[src/rtl/frame_fifo_pkg.sv]
// frame_fifo_pkg: shared types and helpers for sync_frame_fifo.
//   marker_t   : SOP/EOP sideband stored with every data word.
//                Each entry is {sop, eop, data}.
//   err_idx_e  : bit positions of the sticky error flags.
//   lvl_width  : width of pointers, levels and thresholds for a given depth.
//                The extra MSB distinguishes a full FIFO from an empty one.
package frame_fifo_pkg;

    typedef struct packed {
        logic sop;
        logic eop;
    } marker_t;

    typedef enum logic [1:0] {
        ERR_OVERFLOW  = 2'd0,
        ERR_UNDERFLOW = 2'd1,
        ERR_FRAME     = 2'd2
    } err_idx_e;

    localparam int ERR_N = 3;

    function automatic int lvl_width(input int depth);
        return $clog2(depth) + 1;
    endfunction

endpackage

[src/rtl/frame_fifo_mem.sv]
// frame_fifo_mem: simple dual-port RAM with a synchronous write port and a
// registered read port.
//   clk          : clock
//   we/waddr/wdata : write port
//   re/raddr     : read port; rdata updates on the edge after re and holds
//                  its value otherwise
//   rdata        : registered read data
module frame_fifo_mem
    import frame_fifo_pkg::*;
#(
    parameter int WIDTH = 34,
    parameter int DEPTH = 32,
    localparam int AW   = $clog2(DEPTH)
) (
    input  logic             clk,
    input  logic             we,
    input  logic [AW-1:0]    waddr,
    input  logic [WIDTH-1:0] wdata,
    input  logic             re,
    input  logic [AW-1:0]    raddr,
    output logic [WIDTH-1:0] rdata
);

    logic [WIDTH-1:0] mem_reg [DEPTH];
    logic [WIDTH-1:0] rdata_reg;

    // No reset on the array or the read register so the RAM maps onto
    // block memory; the top masks rdata until the first real read.
    always_ff @(posedge clk) begin
        if (we) begin
            mem_reg[waddr] <= wdata;
        end
        if (re) begin
            rdata_reg <= mem_reg[raddr];
        end
    end

    assign rdata = rdata_reg;

endmodule

[src/rtl/sync_frame_fifo.sv]
// sync_frame_fifo: single-clock frame FIFO with SOP/EOP sideband.
//   clk, rst_n                   : clock, asynchronous active-low reset
//   wr_en/wr_sop/wr_eop/wr_data  : write side
//   rd_en                        : read strobe; rd_data/rd_sop/rd_eop/rd_valid
//                                  follow one cycle later
//   af_thresh/ae_thresh          : almost-full / almost-empty thresholds
//   full/empty/almost_full/almost_empty, wr_lvl, rd_lvl, frame_cnt : status
//   overflow/underflow/frame_err : sticky errors, cleared by clr_err
//   frame_drop                   : one-cycle pulse when a partial frame is rewound
// STORE_FWD=1 exposes only committed (EOP-terminated) frames to the reader.
// STORE_FWD=0 exposes every written word.
module sync_frame_fifo
    import frame_fifo_pkg::*;
#(
    parameter int  DATA_W    = 32,
    parameter int  DEPTH     = 32,
    parameter bit  STORE_FWD = 1'b1,
    localparam int LVL_W     = lvl_width(DEPTH)
) (
    input  logic              clk,
    input  logic              rst_n,
    input  logic              wr_en,
    input  logic              wr_sop,
    input  logic              wr_eop,
    input  logic [DATA_W-1:0] wr_data,
    input  logic              rd_en,
    output logic [DATA_W-1:0] rd_data,
    output logic              rd_sop,
    output logic              rd_eop,
    output logic              rd_valid,
    input  logic [LVL_W-1:0]  af_thresh,
    input  logic [LVL_W-1:0]  ae_thresh,
    output logic              full,
    output logic              empty,
    output logic              almost_full,
    output logic              almost_empty,
    output logic [LVL_W-1:0]  wr_lvl,
    output logic [LVL_W-1:0]  rd_lvl,
    output logic [LVL_W-1:0]  frame_cnt,
    output logic              overflow,
    output logic              underflow,
    output logic              frame_err,
    output logic              frame_drop,
    input  logic              clr_err
);

    localparam int AW      = $clog2(DEPTH);
    localparam int ENTRY_W = DATA_W + 2;
    localparam logic [LVL_W-1:0] DEPTH_LVL = LVL_W'(DEPTH);

    logic [LVL_W-1:0] wr_ptr_reg, wr_ptr_next;
    logic [LVL_W-1:0] commit_ptr_reg, commit_ptr_next;
    logic [LVL_W-1:0] rd_ptr_reg, rd_ptr_next;
    logic [LVL_W-1:0] frame_cnt_reg, frame_cnt_next;
    logic [LVL_W-1:0] wr_lvl_reg, wr_lvl_next;
    logic [LVL_W-1:0] rd_lvl_reg, rd_lvl_next;
    logic [LVL_W-1:0] wr_addr_ptr;
    logic             in_frame_reg, in_frame_next;
    logic             drop_reg, drop_next;
    logic             full_reg, empty_reg, almost_full_reg, almost_empty_reg;
    logic             rd_valid_reg, data_seen_reg, frame_drop_reg;
    logic             mem_we, commit, drop_pulse, rd_acc, rd_eop_dec;
    logic [ERR_N-1:0] err_set;
    logic             err_reg [ERR_N];
    logic             eop_map_reg [DEPTH];
    logic [ENTRY_W-1:0] mem_rdata;
    marker_t          wr_mark, rd_mark;

    assign wr_mark = '{sop: wr_sop, eop: wr_eop};

    always_comb begin
        wr_ptr_next     = wr_ptr_reg;
        commit_ptr_next = commit_ptr_reg;
        in_frame_next   = in_frame_reg;
        drop_next       = drop_reg;
        wr_addr_ptr     = wr_ptr_reg;
        mem_we          = 1'b0;
        commit          = 1'b0;
        drop_pulse      = 1'b0;
        err_set         = '0;

        if (wr_en) begin
            if (STORE_FWD && drop_reg) begin
                // Discarding the tail of an overflowed frame; its EOP ends the discard.
                drop_next = !wr_eop;
            end else if (full_reg) begin
                err_set[ERR_OVERFLOW] = 1'b1;
                if (STORE_FWD && in_frame_reg) begin
                    wr_ptr_next   = commit_ptr_reg;
                    drop_pulse    = 1'b1;
                    in_frame_next = 1'b0;
                    drop_next     = !wr_eop;
                end
            end else if (wr_sop) begin
                if (in_frame_reg) begin
                    err_set[ERR_FRAME] = 1'b1;
                    if (STORE_FWD) begin
                        // Abandon the open frame; the new SOP overwrites its first slot.
                        wr_addr_ptr = commit_ptr_reg;
                        drop_pulse  = 1'b1;
                    end
                end
                mem_we        = 1'b1;
                wr_ptr_next   = wr_addr_ptr + LVL_W'(1);
                in_frame_next = !wr_eop;
                commit        = wr_eop;
            end else if (in_frame_reg) begin
                mem_we        = 1'b1;
                wr_ptr_next   = wr_ptr_reg + LVL_W'(1);
                in_frame_next = !wr_eop;
                commit        = wr_eop;
            end else begin
                // Word with no preceding SOP: not stored.
                err_set[ERR_FRAME] = 1'b1;
            end
        end

        if (commit || !STORE_FWD) begin
            commit_ptr_next = wr_ptr_next;
        end

        rd_acc                 = rd_en && !empty_reg;
        err_set[ERR_UNDERFLOW] = rd_en && empty_reg;
        rd_ptr_next            = rd_ptr_reg + LVL_W'(rd_acc);
        // EOP bits are mirrored in flops so the frame count can drop on the
        // read edge itself, before the RAM data comes out.
        rd_eop_dec             = rd_acc && eop_map_reg[rd_ptr_reg[AW-1:0]];
        frame_cnt_next         = frame_cnt_reg + LVL_W'(commit) - LVL_W'(rd_eop_dec);

        wr_lvl_next = wr_ptr_next - rd_ptr_next;
        rd_lvl_next = commit_ptr_next - rd_ptr_next;
    end

    always_ff @(posedge clk or negedge rst_n) begin
        if (!rst_n) begin
            wr_ptr_reg       <= '0;
            commit_ptr_reg   <= '0;
            rd_ptr_reg       <= '0;
            frame_cnt_reg    <= '0;
            wr_lvl_reg       <= '0;
            rd_lvl_reg       <= '0;
            in_frame_reg     <= 1'b0;
            drop_reg         <= 1'b0;
            full_reg         <= 1'b0;
            empty_reg        <= 1'b1;
            almost_full_reg  <= 1'b0;
            almost_empty_reg <= 1'b1;
            rd_valid_reg     <= 1'b0;
            data_seen_reg    <= 1'b0;
            frame_drop_reg   <= 1'b0;
        end else begin
            wr_ptr_reg       <= wr_ptr_next;
            commit_ptr_reg   <= commit_ptr_next;
            rd_ptr_reg       <= rd_ptr_next;
            frame_cnt_reg    <= frame_cnt_next;
            wr_lvl_reg       <= wr_lvl_next;
            rd_lvl_reg       <= rd_lvl_next;
            in_frame_reg     <= in_frame_next;
            drop_reg         <= drop_next;
            full_reg         <= (wr_lvl_next == DEPTH_LVL);
            empty_reg        <= (rd_lvl_next == '0);
            almost_full_reg  <= (wr_lvl_next >= af_thresh);
            almost_empty_reg <= (rd_lvl_next <= ae_thresh);
            rd_valid_reg     <= rd_acc;
            frame_drop_reg   <= drop_pulse;
            if (rd_acc) begin
                data_seen_reg <= 1'b1;
            end
        end
    end

    for (genvar gi = 0; gi < ERR_N; gi++) begin : g_err
        // A new error in the same cycle as clr_err wins.
        always_ff @(posedge clk or negedge rst_n) begin
            if (!rst_n) begin
                err_reg[gi] <= 1'b0;
            end else begin
                err_reg[gi] <= err_set[gi] | (err_reg[gi] & ~clr_err);
            end
        end
    end

    for (genvar gi = 0; gi < DEPTH; gi++) begin : g_eop_map
        always_ff @(posedge clk or negedge rst_n) begin
            if (!rst_n) begin
                eop_map_reg[gi] <= 1'b0;
            end else if (mem_we && (wr_addr_ptr[AW-1:0] == AW'(gi))) begin
                eop_map_reg[gi] <= wr_eop;
            end
        end
    end

    frame_fifo_mem #(
        .WIDTH (ENTRY_W),
        .DEPTH (DEPTH)
    ) u_mem (
        .clk   (clk),
        .we    (mem_we),
        .waddr (wr_addr_ptr[AW-1:0]),
        .wdata ({wr_mark, wr_data}),
        .re    (rd_acc),
        .raddr (rd_ptr_reg[AW-1:0]),
        .rdata (mem_rdata)
    );

    // The RAM read register has no reset; present zeros until the first read.
    assign rd_mark      = data_seen_reg ? marker_t'(mem_rdata[ENTRY_W-1 -: 2]) : '0;
    assign rd_data      = data_seen_reg ? mem_rdata[DATA_W-1:0] : '0;
    assign rd_sop       = rd_mark.sop;
    assign rd_eop       = rd_mark.eop;
    assign rd_valid     = rd_valid_reg;
    assign full         = full_reg;
    assign empty        = empty_reg;
    assign almost_full  = almost_full_reg;
    assign almost_empty = almost_empty_reg;
    assign wr_lvl       = wr_lvl_reg;
    assign rd_lvl       = rd_lvl_reg;
    assign frame_cnt    = frame_cnt_reg;
    assign overflow     = err_reg[ERR_OVERFLOW];
    assign underflow    = err_reg[ERR_UNDERFLOW];
    assign frame_err    = err_reg[ERR_FRAME];
    assign frame_drop   = frame_drop_reg;

endmodule

[config.mk]
export PLATFORM = sky130hd
export DESIGN_NAME = sync_frame_fifo
export DESIGN_NICKNAME = d
export VERILOG_FILES = /design/src/rtl/frame_fifo_pkg.sv /design/src/rtl/frame_fifo_mem.sv /design/src/rtl/sync_frame_fifo.sv
export SDC_FILE = /design/constraint.sdc
export NUM_CORES = 1
export LEC_CHECK = 0
export CORE_ASPECT_RATIO = 0.9
export CORE_MARGIN = 8
export CORE_UTILIZATION = 56
export CTS_BUF_LIST = sky130_fd_sc_hd__clkbuf_16
export CTS_CLUSTER_DIAMETER = 40
export DETAILED_ROUTE_END_ITERATION = 8
export GPL_TIMING_DRIVEN = 0
export PLACE_DENSITY = 0.76
export SKIP_LAST_GASP = 1
export SYNTH_ARGS = -nofsm -noshare
export SYNTH_HDL_FRONTEND = slang
export SYNTH_SLANG_ARGS = --single-unit
[constraint.sdc]
create_clock -name clk -period 3.75 [get_ports clk]
set_input_delay 0.375 -clock clk [delete_from_list [all_inputs] [get_ports clk]]
set_output_delay 0.375 -clock clk [all_outputs]
set_load 0.01 [all_outputs]
==> results by group <==
Status
  – Status: complete, but fails checks
  – Failing checks: setup timing

Worst setup path
  – CP max stage delay: roughly 0.85 ns
  – Worst Setup SP: full
  – Crit path DAT: 4.25 ns
  – Crit-path leading delay family: simple AND/OR/NAND/NOR gates
  – Critical path data required time: 4.14 ns
  – Worst Path Buf+Inv: 3
  – Critical path class: register to register
  – Reg2Reg Depth: 8
  – Slowest-stage cell, CP: nor2_4
  – Levels on crit path: 8
  – Setup crit start kind: register
  – FF-to-FF End: u_mem.mem_reg[5][15]
  – Critical-path cell list: clkbuf_4, nor4bb_1, clkbuf_1, nand2_1, nor3b_1, a31oi_2, nor2_4, buf_12
  – Reg2Reg Launch Point: full
  – Worst setup path endpoint: u_mem.mem_reg[5][15]
  – Critical Path End Type: register
  – Reg2Reg Setup Slack: -0.11 ns
  – Worst Path Max Fanout: 19

Floorplan
  – Initial core utilization: between 50% and 60%
  – Die Width: 321 um
  – Die Ht: around 290 um
  – Die area: between 90000 and 100000 um2
  – Ports: ~110
  – Number of cell rows: approximately 100
  – Core box area: 83800 um2

Global routing
  – Pin count of the biggest net entering global routing: 47
  – GR Util All Layers: 24.9%
  – GR Overflow Total: 0
  – Vias in the first global route: around 25000
  – First-pass GRT wire length: about 170 mm
  – Initial antenna violation count: 1

Pwr
  – P_int: ~0.032 W
  – Worst vdd ir: 0.000620 V
  – Total net switching power: approximately 0.014 W
  – Logic pwr share: between 30% and 40%
  – Clock power share: 29.2%
  – Register share of total power: ~36%
  – Leakage: 18.2 nW
  – Switching share of power: between 30% and 40%
  – Power Density: roughly 820 nW/um2

Final layout
  – Area of the multi-input gates: ~11000 um2
  – Max reg flops: 1088
  – Nets: 2484
  – Final Util: around 67%
  – Commonest non-fill, non-tap cell in the layout: edfxtp_1
  – Layout overhead on the synthesized area: 18.9%
  – Commonest non-fill, non-tap cells in the layout: edfxtp_1, mux4_2, clkbuf_16, clkdlybuf4s50_1, dfrtp_1
  – Layout cells sized above 1: between 30% and 40%
  – Fillers: just under 5000
  – FF/Latch Area: between 30000 and 40000 um2

Yosys
  – Cells after Synth: approximately 2100
  – Synthesized area per cell: roughly 23 um2
  – Post-synth ARST share: under 10%
  – Register bit total from synthesis: approximately 1200
  – Netlist cell types: 57
  – Yosys warns: 0
  – Number of synthesized flops with an enable pin: around 1100
  – Commonest register cell after synthesis: edfxtp_1
  – Share of synthesized area occupied by flip-flops and latches: 75.9%
  – Mapped cell area: between 40000 and 50000 um2
  – Syn nets: 2168

Clock tree
  – CTS tree: built
  – Clk sinks: 1202
  – TritonCTS Buffers: 136
  – Clock-pin slew on the worst setup and hold paths: 0.06 ns
  – Clk Latency, worst-skew pair: 0.71 ns
  – Clock Tree Buf Depth: 3
  – CTS H-tree depth: 4
  – Root Driver: clkbuf_16

Timing
  – Final worst path period share: 103%
  – Normalized max-slew margin: about 16%
  – Final setup margin: -0.112 ns
  – Worst-Margin Slew: approximately 1.3 ns
  – RSZ-0062 raised after global routing: true
  – Final setup fails: 98
  – Final Slew Violations: 0
  – Min Clock Period, post-route: ~3.9 ns
  – Final Hold Fails: 0
  – Setup TNS Final: -6.05 ns
  – Max Freq: 0.259 GHz
  – Worst clock skew: around 0.019 ns

Placed design
  – Hpwl dp: 69.6 mm
  – Placer congestion estimate: 0.863
  – PortBufs: 111

Detailed routing
  – DR WL/cell: ~33 um
  – Vias after detailed routing: between 20000 and 25000
  – Initial DRT Pass Iterations: 6
  – Wirelength, routed: between 100 and 150 mm
  – Via density: ~6.6
  – ANT nets after route: 0
  – Drt initial violations: between 3000 and 4000
  – DRC: 0

Hold path
  – Worst Hold Class: input pin to register
  – HP Start: wr_sop

Flow run
  – MaxCap Viol Count: 0
==> area by class of cell <==
| cell class | count | area share, % |
|---|---|---|
| timing repair buffer | 185 | 3.82 |
| inverter | 49 | 0.360 |
| tap | 1133 | 2.53 |
| multi-input combinational | 728 | 20.3 |
| buffer | 96 | 0.993 |
| antenna | 2 | 0.00895 |
| clock inverter | 107 | 1.89 |
| clock buffer | 140 | 6.26 |
| sequential | 1202 | 63.8 |
==> per-layer routing <==
metal | global-route usage, % | vias up | share of wire (%)
li1 | - | 9377 | -
met1 | 32.3 | 12600 | 36
met2 | 41.7 | 1693 | 51
met3 | 5.58 | 311 | 9.7
met4 | 8.81 | 0 | 3.6
met5 | 0 | - | 0
==> power by group through the flow <==
stage / combinational, W / clock [W] / sequential, W
after CTS: 0.0151 / 0.0135 / 0.0166
after global routing: 0.0165 / 0.0140 / 0.0167
after floorplan: 0.00930 / 0 / 0.0167
after detailed placement: 0.0141 / 0 / 0.0167
after global placement: 0.0135 / 0 / 0.0167
final: 0.0157 / 0.0133 / 0.0166
==> worst min path at each step <==
| stage | end | slack [ns] | cells after the start |
|---|---|---|---|
| floorplan | almost_full | 0.08 | 0 |
| global placement | eop_map_reg[21] | 0.48 | 1 |
| detailed placement | wr_lvl[5] | 0.36 | 1 |
| CTS | u_mem.mem_reg[21][33] | 0.08 | 1 |
| global route | u_mem.mem_reg[21][33] | 0.12 | 1 |
| finish | u_mem.mem_reg[21][33] | 0.14 | 1 |
==> Yosys cell counts (9+ instances only) <==
cell         n  area share [%]
clkbuf_1    66            0.53
nand3_1      9           0.096
xnor2_1     15            0.28
mux4_2     350              17
a21oi_1     21            0.22
nand2_1     27            0.22
and2_1      34            0.45
buf_1       35            0.28
nor2_1      52            0.41
nor3_1       9           0.096
o21ai_0     14            0.15
mux2_2      68             1.6
edfxtp_1  1122              72
inv_1       48            0.38
dfrtp_1     78             4.1
ha_1        32            0.85
a31oi_1      9            0.12
==> metrics by stage <==
stage,instances,hold WS (ns),power [W],setup WS [ns],instance area (um2)
after floorplan,2082,0.0794,0.0260,-0.141,47100
after global placement,3326,0.483,0.0302,-2.38,49700
after detailed placement,3360,0.364,0.0309,-1.96,50500
after CTS,3620,0.0757,0.0451,-0.111,55600
after global routing,3641,0.116,0.0472,-0.164,55900
final,3642,0.139,0.0457,-0.112,55900
==> repair_timing <==
item,in CTS,in global routing
setup endpoints to repair,1170,64
gates resized for setup,98,58
hold endpoints to repair,34,0
gates cloned,0,0
buffers inserted,15,26
hold buffers,1,0
pin swaps,18,37
==> kinds of logic (layout without fill, tap and decap cells) <==
kind of cell	after synthesis	after routing	synth area share (%)
XOR/XNOR	20	20	0.372
flip-flops	1202	1202	75.9
buffers and inverters	152	577	1.24
adder cells (fa/ha/maj)	37	37	1.02
multiplexers	425	425	18.5
AO/OA/AOI/OAI	79	79	1.10
other	0	2	0
AND/OR/NAND/NOR	167	167	1.84
(Power assumes the default switching activity.)
